File: src/rtl/multdiv_pkg.sv
// Shared definitions for the iterative multiply/divide blocks.
//   DIV_WIDTH  : default operand/result width
//   DIV_ITERS  : quotient bits produced per division (one per cycle)
//   CNT_W      : width of the iteration counter
//   div_state_t: divider control states
package multdiv_pkg;

  localparam int unsigned DIV_WIDTH = 32;
  localparam int unsigned DIV_ITERS = 32;
  localparam int unsigned CNT_W     = 6;

  typedef enum logic [1:0] {
    IDLE = 2'd0,
    DIV  = 2'd1,
    FIX  = 2'd2
  } div_state_t;

endpackage

File: src/rtl/negate32.sv
// Two's-complement negate (invert plus one).
//   a : input operand
//   y : -a, wrapping (the most negative value maps to itself)
module negate32 #(
  parameter int unsigned WIDTH = 32
) (
  input  logic [WIDTH-1:0] a,
  output logic [WIDTH-1:0] y
);

  assign y = ~a + WIDTH'(1);

endmodule

File: src/rtl/div_iter.sv
// Iterative signed divider: restoring division, one quotient bit per cycle.
// Quotient truncates toward zero; the remainder is discarded.
//   clock          : rising-edge clock
//   reset_n        : asynchronous active-low reset (release synchronised)
//   ctrl_div       : start pulse, operands captured on this edge; also restarts
//                    an operation in progress
//   data_operandA  : signed dividend
//   data_operandB  : signed divisor
//   data_result    : signed quotient, held until the next RDY
//   data_exception : divide-by-zero flag, cleared on the next start
//   data_resultRDY : one-cycle pulse marking a valid result
module div_iter
  import multdiv_pkg::*;
#(
  parameter int unsigned WIDTH = DIV_WIDTH
) (
  input  logic             clock,
  input  logic             reset_n,
  input  logic             ctrl_div,
  input  logic [WIDTH-1:0] data_operandA,
  input  logic [WIDTH-1:0] data_operandB,
  output logic [WIDTH-1:0] data_result,
  output logic             data_exception,
  output logic             data_resultRDY
);

  localparam int unsigned ITERS = WIDTH;

  // Reset asserts asynchronously but releases two clocks later, in step with clock.
  logic [1:0] rst_sync;
  logic       rst_n;

  always_ff @(posedge clock or negedge reset_n) begin
    if (!reset_n) rst_sync <= '0;
    else          rst_sync <= {rst_sync[0], 1'b1};
  end

  assign rst_n = rst_sync[1];

  div_state_t       state;
  logic [CNT_W-1:0] cnt;
  logic [WIDTH:0]   rem;
  logic [WIDTH-1:0] quo;
  logic [WIDTH-1:0] divisor;
  logic             sign;
  logic             dz_pend;

  logic [WIDTH-1:0] neg_a, neg_b, neg_q;
  logic [WIDTH-1:0] mag_a, mag_b;

  negate32 #(.WIDTH(WIDTH)) u_neg_a (.a(data_operandA), .y(neg_a));
  negate32 #(.WIDTH(WIDTH)) u_neg_b (.a(data_operandB), .y(neg_b));
  negate32 #(.WIDTH(WIDTH)) u_neg_q (.a(quo),           .y(neg_q));

  // Magnitude of the most negative value is its own bit pattern, read unsigned.
  assign mag_a = data_operandA[WIDTH-1] ? neg_a : data_operandA;
  assign mag_b = data_operandB[WIDTH-1] ? neg_b : data_operandB;

  // Restoring step: dividend bits shift out of the top of quo into the
  // remainder; quotient bits shift in at the bottom.
  logic [WIDTH+1:0] shifted;
  logic [WIDTH+1:0] diff;

  always_comb begin
    shifted = {rem, quo[WIDTH-1]};
    diff    = shifted - {2'b00, divisor};
  end

  always_ff @(posedge clock or negedge rst_n) begin
    if (!rst_n) begin
      state          <= IDLE;
      cnt            <= '0;
      rem            <= '0;
      quo            <= '0;
      divisor        <= '0;
      sign           <= 1'b0;
      dz_pend        <= 1'b0;
      data_result    <= '0;
      data_exception <= 1'b0;
      data_resultRDY <= 1'b0;
    end else begin
      data_resultRDY <= 1'b0;
      dz_pend        <= 1'b0;

      // Divide-by-zero reports one cycle after its start edge, FSM stays idle.
      if (dz_pend) begin
        data_result    <= '0;
        data_exception <= 1'b1;
        data_resultRDY <= 1'b1;
      end

      // A start in any state wins, including over FIX->IDLE; an in-flight
      // operation is dropped without a RDY.
      if (ctrl_div) begin
        data_exception <= 1'b0;
        cnt            <= '0;
        rem            <= '0;
        if (data_operandB == '0) begin
          state   <= IDLE;
          dz_pend <= 1'b1;
        end else begin
          state   <= DIV;
          quo     <= mag_a;
          divisor <= mag_b;
          sign    <= data_operandA[WIDTH-1] ^ data_operandB[WIDTH-1];
        end
      end else begin
        unique case (state)
          IDLE: ;
          DIV: begin
            if (!diff[WIDTH+1]) begin
              rem <= diff[WIDTH:0];
              quo <= {quo[WIDTH-2:0], 1'b1};
            end else begin
              rem <= shifted[WIDTH:0];
              quo <= {quo[WIDTH-2:0], 1'b0};
            end
            cnt <= cnt + CNT_W'(1);
            if (cnt == CNT_W'(ITERS - 1)) state <= FIX;
          end
          FIX: begin
            data_result    <= sign ? neg_q : quo;
            data_resultRDY <= 1'b1;
            state          <= IDLE;
          end
          default: state <= IDLE;
        endcase
      end
    end
  end

endmodule
File: config.mk
export PLATFORM = sky130hd
export DESIGN_NAME = div_iter
export DESIGN_NICKNAME = d
export VERILOG_FILES = /design/src/rtl/multdiv_pkg.sv /design/src/rtl/negate32.sv /design/src/rtl/div_iter.sv
export SDC_FILE = /design/constraint.sdc
export NUM_CORES = 1
export LEC_CHECK = 0
export CAP_MARGIN = 0
export CORE_MARGIN = 1
export CORE_UTILIZATION = 45
export CTS_CLUSTER_DIAMETER = 50
export DETAILED_ROUTE_END_ITERATION = 6
export HOLD_SLACK_MARGIN = 0.1
export PLACE_DENSITY_LB_ADDON = 0.08
export SLEW_MARGIN = 10
export SYNTH_ARGS = -nofsm -noshare
export SYNTH_HDL_FRONTEND = slang
export SYNTH_HIERARCHICAL = 1
export SYNTH_SLANG_ARGS = --single-unit
File: constraint.sdc
create_clock -name clock -period 4.31 [get_ports clock]
set_input_delay 1.293 -clock clock [delete_from_list [all_inputs] [get_ports clock]]
set_output_delay 1.293 -clock clock [all_outputs]
set_load 0.02 [all_outputs]
Word-level counts from Yosys, hierarchy flattened
Cells that the tools add are included.
{ "word_totals": {"wordCells": 60, "register_bits": 143} }
{ "classes": {"muxes": 26, "n_reduce_logical": 7, "n_addsub": 5, "n_bitwise": 5, "n_eq_ne": 6} }
{ "ops": {"columns": ["cell", "count"], "rows": [
  ["$mux W32", 9],
  ["$mux W33", 3],
  ["$add A32 B1 Y32 const B", 3],
  ["$not A32 Y32", 3],
  ["$sub A34 B32 Y34", 1],
  ["$logic_not A32 Y1", 1],
  ["$mux W6", 2],
  ["$mux W1", 9],
  ["$add A6 B1 Y6 const B", 1],
  ["$eq A6 B5 Y1 const B", 1],
  ["$reduce_and A2 Y1", 3],
  ["$mux W2", 2],
  ["$ne A2 B2 Y1 const B", 2],
  ["$pmux W2 S2", 1],
  ["$reduce_bool A2 Y1", 2],
  ["$ne A3 B3 Y1 const B", 1],
  ["$eq A2 B1 Y1 const B", 1],
  ["$eq A2 B2 Y1 const B", 1],
  ["$logic_not A2 Y1", 1],
  ["$not A1 Y1", 1],
  ["$xor A1 B1 Y1", 1]
]} }

Depth between registers and ports, before layout
Gate-level depths: netlist of run 1.
{ "logic_depth": {"ltp_word": 5, "depth_mapped": 14, "mapped_depth_nobuf": 13} }

Modules after synthesis
Netlist of run 1, hierarchy kept.
{ "by_module_without_submodules": {"columns": ["module", "area_per_inst_um2", "n_inst", "cells_each"], "rows": [
  ["div_iter", 8836.0, 1, 978],
  ["negate32", 636.9, 3, 83]
]} }

Worst setup path before layout of run 1
No wires, ideal clock.
{ "synth_timing": {"path_type": "input-to-reg", "from": "input data_operandB[31]", "to": "register quo[31]", "slack_ns": 1.247, "t_arrival_ns": 2.930, "required_ns": 4.177, "path_stages": 8, "path_buffers": 3, "path_cell_list": "clkbuf_1 > nor4_1 > nand4_1 > o21ai_0 > a21boi_0 > clkbuf_1 > clkbuf_1 > a21oi_1"} }
{ "synth_between": {"elab_chain_len": 3} }
{ "synth_lines": {"columns": ["element", "line_no", "text"], "rows": [
  ["start, declared", "div_iter.sv:21", "input logic [WIDTH-1:0] data_operandB,"],
  ["$logic_not A32 Y1", "div_iter.sv:98", "if (data_operandB == '0) begin"],
  ["$ne A2 B2 Y1 (no source line)", null, null],
  ["$reduce_and A2 Y1 (no source line)", null, null],
  ["end signal, assigned", "div_iter.sv:103", "quo <= mag_a;"],
  ["end signal, assigned", "div_iter.sv:113", "quo <= {quo[WIDTH-2:0], 1'b1};"],
  ["end signal, assigned", "div_iter.sv:116", "quo <= {quo[WIDTH-2:0], 1'b0};"],
  ["end, declared", "div_iter.sv:43", "logic [WIDTH-1:0] quo;"]
]} }
No other way between the ends.
A chain may end at the register's enable or synchronous reset.

Worst setup path after layout of run 1
{ "layout_timing": {"from": "register divisor[1]", "to": "register rem[1]"} }
{ "layout_between": {"elab_chain_len": 4} }
{ "layout_lines": {"columns": ["element", "line_no", "text"], "rows": [
  ["start, declared", "div_iter.sv:44", "logic [WIDTH-1:0] divisor;"],
  ["start signal, assigned", "div_iter.sv:104", "divisor <= mag_b;"],
  ["$sub A34 B32 Y34", "div_iter.sv:66", "diff = shifted - {2'b00, divisor};"],
  ["$mux W33", "div_iter.sv:111", "if (!diff[WIDTH+1]) begin"],
  ["$mux W33", "div_iter.sv:108", "unique case (state)"],
  ["$mux W33", "div_iter.sv:94", "if (ctrl_div) begin"],
  ["end signal, assigned", "div_iter.sv:112", "rem <= diff[WIDTH:0];"],
  ["end signal, assigned", "div_iter.sv:115", "rem <= shifted[WIDTH:0];"],
  ["end, declared", "div_iter.sv:42", "logic [WIDTH:0] rem;"]
]} }
No other way between the ends. The select of a mux whose other input is x is not followed.

==> flow_metrics.env, run 1 <==
export IMPL_yosysTopAreaCell="dfrtp_1"
export IMPL_diodes=0
export IMPL_ir_drop_mv=0.2956
export IMPL_status="complete, no violations"
export IMPL_rows=56
export IMPL_p_leak_nw=5.259
export IMPL_dieArea_mm2=0.02450
export IMPL_crit_required_ns=4.65
export IMPL_overflow=0
export IMPL_cts_made_buffers=17
export IMPL_ys_flop_type="dfrtp_1"
export IMPL_min_path_cells=0
export IMPL_hold_start="rst_sync[0]"
export IMPL_ys_warn_count=6
export IMPL_r2r_start="divisor[1]"
export IMPL_synth_edf_count=0
export IMPL_wl_mm=25.84
export IMPL_ys_seq_elements=143
export IMPL_coreArea_mm2=0.02347
export IMPL_arrival_ns=4.02
export IMPL_area_growth_syn_to_layout_pct=17.03
export IMPL_gp_congestion=0.8288
export IMPL_finalCritPeriodShare_pct=85.26
export IMPL_hold_buffers=0
export IMPL_fin_nets=1394
export IMPL_start_util_pct=45.78
export IMPL_syn_area_per_cell_um2=8.758
export IMPL_io_pins=101
export IMPL_route_vias_total=8759
export IMPL_routedWlPerCell_um=15.93
export IMPL_htree_levels=4
export IMPL_synth_seq_area_share_pct=33.30
export IMPL_layout_drive_gt1_share_pct=6.754
export IMPL_p_int_mw=3.569
export IMPL_avgViaCountPerCell=5.400
export IMPL_p_switching_mw=2.319
export IMPL_clock_sink_count=143
export IMPL_clockPowerShare_pct=24.7
export IMPL_drtAntennaViolNets=0
export IMPL_wl_met2_mm=9.867
export IMPL_synth_nets=1331
export IMPL_wl_met1_mm=14.91
export IMPL_cts_root_buf="clkbuf_16"
export IMPL_rsz0062_at_grt="false"
export IMPL_grt_pass1_vias=7839
export IMPL_power_density_mw_per_mm2=468.2
export IMPL_firstDrtPassIters=5
export IMPL_synth_cell_type_count=63
export IMPL_drc=0
export IMPL_switching_share_pct=39.38
export IMPL_synth_most_common_cell="o21ai_0"
export IMPL_fmax_ghz=0.2721
export IMPL_die_w_um=156.5
export IMPL_clk_latency_ns=0.42
export IMPL_tightest_slew_ns=0.9806
export IMPL_hold_path_class="reg2reg"
export IMPL_finalCriticalPeriod_ns=3.675
export IMPL_rr_worst_depth=13
export IMPL_maxCapViolations=0
export IMPL_start_kind="flop"
export IMPL_netlist_instances=1227
export IMPL_post_dp_hpwl_mm=19.04
export IMPL_cts_buffer_depth=2
export IMPL_fill_cells=2216
export IMPL_grt_max_degree=86
export IMPL_placed_area_mm2=0.01200
export IMPL_route_met3_wl_um=877
export IMPL_cts_setup_buffers=0
export IMPL_worstReg2RegEnd="rem[1]"
export IMPL_max_slew_margin_rel_pct=34.63
export IMPL_die_h_um=156.5
export IMPL_highest_signal_layer="met4"
export IMPL_crit_type="reg2reg"
export IMPL_hold_path_end="rst_sync[1]"
export IMPL_final_area_mm2=0.01258
export IMPL_cts_resized_gates=0
export IMPL_grt_total_usage_pct=21.89
export IMPL_worst_r2r_setup_slack_ns=0.64
export IMPL_port_buffers=100
export IMPL_fin_setup_tns_ns=0
export IMPL_synth_area_mm2=0.01075
export IMPL_grt_pass1_wl_mm=42.25
export IMPL_drt_iter0_drc=578
export IMPL_synth_top_cell_area_share_pct=33.30
export IMPL_synth_top_cells_by_count="o21ai_0, nand2_1, dfrtp_1, mux2i_1, xnor2_1"
export IMPL_cp_max_fo=16
export IMPL_p_seq_share_pct=31.0
export IMPL_critPathCaptureType="flop"
export IMPL_final_max_slew_viol_count=0
export IMPL_antenna_found_initial=0
export IMPL_finalHoldViolations=0
export IMPL_synth_area_leaders="dfrtp_1, mux2i_1, xnor2_1"
export IMPL_power_frac_comb_pct=44.2
export IMPL_finalSetupViolations=0
export IMPL_async_reset_ff_share_pct=100.0
export IMPL_cts_tree="built"
export IMPL_finalClockSkew_ns=0.009722
export IMPL_holdWs_ns=0.3593
export IMPL_clk_pin_slew_ns=0.07
cell families after synthesis:
logic type	share of synthesized area, %
compound gates	15.65
xor+xnor	9.780
fa+ha+maj	4.378
buf+inv	4.482
flops	33.30
mux	10.53
other cells	0.03489
simple gates	21.85
power by group through the flow:
| stage | Combinational, mW | Clock [mW] | Sequential (mW) |
|---|---|---|---|
| global placement | 2.56 | 0 | 1.84 |
| detailed placement | 2.59 | 0 | 1.85 |
| CTS | 2.60 | 1.49 | 1.83 |
| floorplan | 2.07 | 0 | 1.74 |
| global route | 2.89 | 1.54 | 1.86 |
| finish | 2.60 | 1.46 | 1.83 |
worst max-delay path, stage by stage, from the launching register on:
cell and delay, ns:
dfrtp_1 0.48, inv_1 0.07, ha_1 0.27, nor2b_1 0.17, o31ai_1 0.13, a21o_1 0.25
o31a_1 0.32, o31a_1 0.40, a311o_4 0.47, nor2_8 0.26, buf_4 0.30, mux2i_1 0.22
nand2_1 0.07, a21oi_1 0.18
how the worst max path moves through the flow:
stage | start | end | slack, ns | cells after the start
6_report | divisor[1] | rem[1] | 0.64 | 13
5_1_grt | quo[31] | rem[28] | 0.41 | 13
4_1_cts | divisor[1] | rem[1] | 0.64 | 13
3_5_place_dp | data_operandA[13] | quo[31] | 0.36 | 8
3_3_place_gp | data_operandA[13] | quo[31] | 0.36 | 8
2_1_floorplan | rst_sync[1] | cnt[0] | 0.03 | 0
layout by cell type, fill, tap and decap left out, types with 16 or more instances in the layout:
| cell type | count |
|---|---|
| o21ai_0 | 151 |
| a211oi_1 | 25 |
| nand3b_1 | 34 |
| clkdlybuf4s50_1 | 97 |
| nor3_1 | 32 |
| a21oi_1 | 34 |
| xnor2_1 | 94 |
| nor2_1 | 65 |
| nor4_1 | 33 |
| xor2_1 | 26 |
| nand2_1 | 145 |
| clkbuf_16 | 17 |
| a21o_1 | 21 |
| or3_1 | 16 |
| inv_1 | 43 |
| dfrtp_1 | 141 |
| mux2i_1 | 113 |
| ha_1 | 36 |
cell type report:
cell class,count,area (um2),share of cell area (%)
multi-input combinational,971,6721,53.44
sequential,143,3583,28.49
timing repair buffer,114,1131,8.993
clock buffer,20,456.7,3.631
tap,319,399.1,3.173
inverter,43,161.4,1.283
clock inverter,12,123.9,0.9849
through the flow:
step | utilization, % | std cells | setup slack (ns) | power (mW)
2_1_floorplan | - | 1227 | 0.03072 | 3.814
3_3_place_gp | 51.11 | 1590 | 0.3593 | 4.408
3_5_place_dp | 51.11 | 1590 | 0.3605 | 4.434
4_1_cts | 53.58 | 1622 | 0.6407 | 5.915
5_1_grt | 53.58 | 1622 | 0.4138 | 6.294
6_report | 53.58 | 1622 | 0.6355 | 5.888
flip-flops by register name, indices dropped and copies added (netlist names):
signal          count
state               2
data_result        32
sign                1
data_resultRDY      1
rem                33
data_exception      1
rst_sync            2
dz_pend             1
quo                32
cnt                 6
divisor            32
routing by layer:
layer  up-vias  global-route usage (%)
met5         -                       0
met4         0                   5.649
met3        11                   2.437
met2       172                   27.47
li1       4527                       -
met1      4049                   37.52
No activity file was read; power rests on OpenSTA's default activity.
==> run 2: changes to the inputs <==
Settings changed: PLACE_DENSITY set to 0.7, PLACE_DENSITY_LB_ADDON 0.08 to not set.
==> flow_metrics.env, run 2 (synthesis gave the netlist of run 1 again) <==
export IMPL_status="complete, no violations"
export IMPL_slowest_stage="a311o_4"
export IMPL_post_dp_hpwl_mm=17.48
export IMPL_total_power_mw=5.898
export IMPL_rows=56
export IMPL_p_leak_nw=5.280
export IMPL_grt_max_degree=68
export IMPL_finalHoldViolations=0
export IMPL_crit_type="reg2reg"
export IMPL_die_w_um=156.5
export IMPL_critPathMaxStageDelay_ns=0.48
export IMPL_ir_drop_mv=0.2803
export IMPL_crit_family="compound AO/OA/AOI/OAI gates"
export IMPL_drt_iter0_drc=583
export IMPL_max_slew_margin_rel_pct=24.16
export IMPL_final_max_slew_viol_count=0
export IMPL_hold_path_class="reg2reg"
export IMPL_grt_pass1_wl_mm=40.62
export IMPL_cp_buffers_inverters=2
export IMPL_avgViaCountPerCell=5.492
export IMPL_clk_pin_slew_ns=0.06
export IMPL_largest_reg_flops=33
export IMPL_finalClockSkew_ns=0.009872
export IMPL_htree_levels=4
export IMPL_diodes=0
export IMPL_drc=0
export IMPL_area_growth_syn_to_layout_pct=17.15
export IMPL_coreArea_mm2=0.02347
export IMPL_cts_root_buf="clkbuf_16"
export IMPL_critPathCaptureType="flop"
export IMPL_cts_made_buffers=17
export IMPL_gp_congestion=0.8760
export IMPL_firstDrtPassIters=5
export IMPL_antenna_found_initial=0
export IMPL_cts_buffer_depth=2
export IMPL_port_buffers=100
export IMPL_routedWlPerCell_um=14.99
export IMPL_layout_drive_gt1_share_pct=6.825
export IMPL_rsz0062_at_grt="false"
export IMPL_grt_total_usage_pct=20.59
export IMPL_dieArea_mm2=0.02450
export IMPL_cts_resized_gates=0
export IMPL_crit_top_cell="o31a_1"
export IMPL_crit_required_ns=4.65
export IMPL_path_cells="inv_1 -> ha_1 -> nor2b_1 -> o31ai_1 -> a21o_1 -> o31a_1 -> o31a_1 -> a311o_4 -> nor2_8 -> buf_4 -> mux2i_1 -> nand2_1 -> a21oi_1"
export IMPL_overflow=0
export IMPL_cts_setup_buffers=0
export IMPL_tightest_slew_ns=1.136
export IMPL_clk_latency_ns=0.43
export IMPL_finalCritPeriodShare_pct=86.14
export IMPL_hold_buffers=0
export IMPL_io_pins=101
export IMPL_drtAntennaViolNets=0
export IMPL_clock_sink_count=143
export IMPL_fmax_ghz=0.2694
export IMPL_regMostFlops="rem"
export IMPL_wl_mm=24.33
export IMPL_start_util_pct=45.78
export IMPL_fin_nets=1395
export IMPL_fin_setup_tns_ns=0
export IMPL_die_h_um=156.5
export IMPL_route_vias_total=8913
export IMPL_finalSetupViolations=0
export IMPL_layout_common_cells="o21ai_0, nand2_1, dfrtp_1, mux2i_1, clkdlybuf4s50_1"
export IMPL_cp_max_fo=22
export IMPL_arrival_ns=4.05
export IMPL_start_kind="flop"
export IMPL_power_density_mw_per_mm2=468.5
export IMPL_maxCapViolations=0
export IMPL_fill_cells=2175
export IMPL_post_route_util_pct=53.64
export IMPL_grt_pass1_vias=8310
export IMPL_cts_tree="built"
export IMPL_finalCriticalPeriod_ns=3.713
export IMPL_final_common_cell="o21ai_0"
[run 2: cell count changes in the layout (fill, tap and decap cells not counted), sizes merged]
cell | previous run | this run
clkbuf | 20 | 18
clkinvlp | 4 | 1
buf | 17 | 18
clkinv | 1 | 5
inv | 49 | 48
bufinv | 1 | 3
[run 2: layout make-up]
| class | instances | area (um2) | share of cell area (%) |
|---|---|---|---|
| Tap cell | 319 | 399.1 | 3.170 |
| Timing Repair Buffer | 115 | 1114 | 8.845 |
| Clock buffer | 18 | 429.2 | 3.409 |
| Multi-Input combinational cell | 971 | 6721 | 53.39 |
| Sequential cell | 143 | 3583 | 28.46 |
| Inverter | 43 | 161.4 | 1.282 |
| Clock inverter | 14 | 181.4 | 1.441 |
[run 2: worst register-to-register path, cell delays in order (launching register included)]
cell and delay (ns):
dfrtp_1 0.43, inv_1 0.11, ha_1 0.24, nor2b_1 0.15, o31ai_1 0.13, a21o_1 0.25, o31a_1 0.36, o31a_1 0.42
a311o_4 0.48, nor2_8 0.38, buf_4 0.28, mux2i_1 0.20, nand2_1 0.07, a21oi_1 0.15
[run 2: where the power goes]
group | total, mW | internal (mW) | switching (mW)
sequential | 1.81 | 1.54 | 0.265
clock | 1.55 | 0.923 | 0.629
combinational | 2.54 | 1.18 | 1.36
[run 2: layer usage]
metal	part of all wire [%]	routed length (um)	global-route usage, %
met1	48	11660	27.66
met2	47	11390	34.25
met3	4.0	983	3.379
met4	1.2	298	5.415
met5	0	0	0
[run 2: metrics by stage]
stage	setup slack (ns)	hold slack [ns]	cells	area (um2)
floorplan	0.03072	0.3312	1227	10750
global placement	0.5977	0.3381	1591	11980
detailed placement	0.5007	0.3420	1591	11980
CTS	0.6137	0.3572	1623	12590
global route	0.3633	0.3707	1623	12590
finish	0.5974	0.3551	1623	12590
[run 2: path summary, 6_finish.rpt]
path / start / to / slack [ns] / depth (start not counted)
worst max register to register: quo[31] / rem[1] / 0.60 / 13
worst min-delay path: rst_sync[0] / rst_sync[1] / 0.36 / 0
min in group asynchronous: rst_sync[1] / data_result[6] / 0.42 / 0
worst min register to register: rst_sync[0] / rst_sync[1] / 0.36 / 0
max in group asynchronous: rst_sync[1] / cnt[2] / 2.72 / 1
worst max-delay path: quo[31] / rem[1] / 0.60 / 13
==> run 3: changes to the inputs <==
Settings changed: SKIP_CTS_REPAIR_TIMING set to 1.
==> results of run 3 <==
The final DEF is identical to that of run 2; final timing and power are the same.
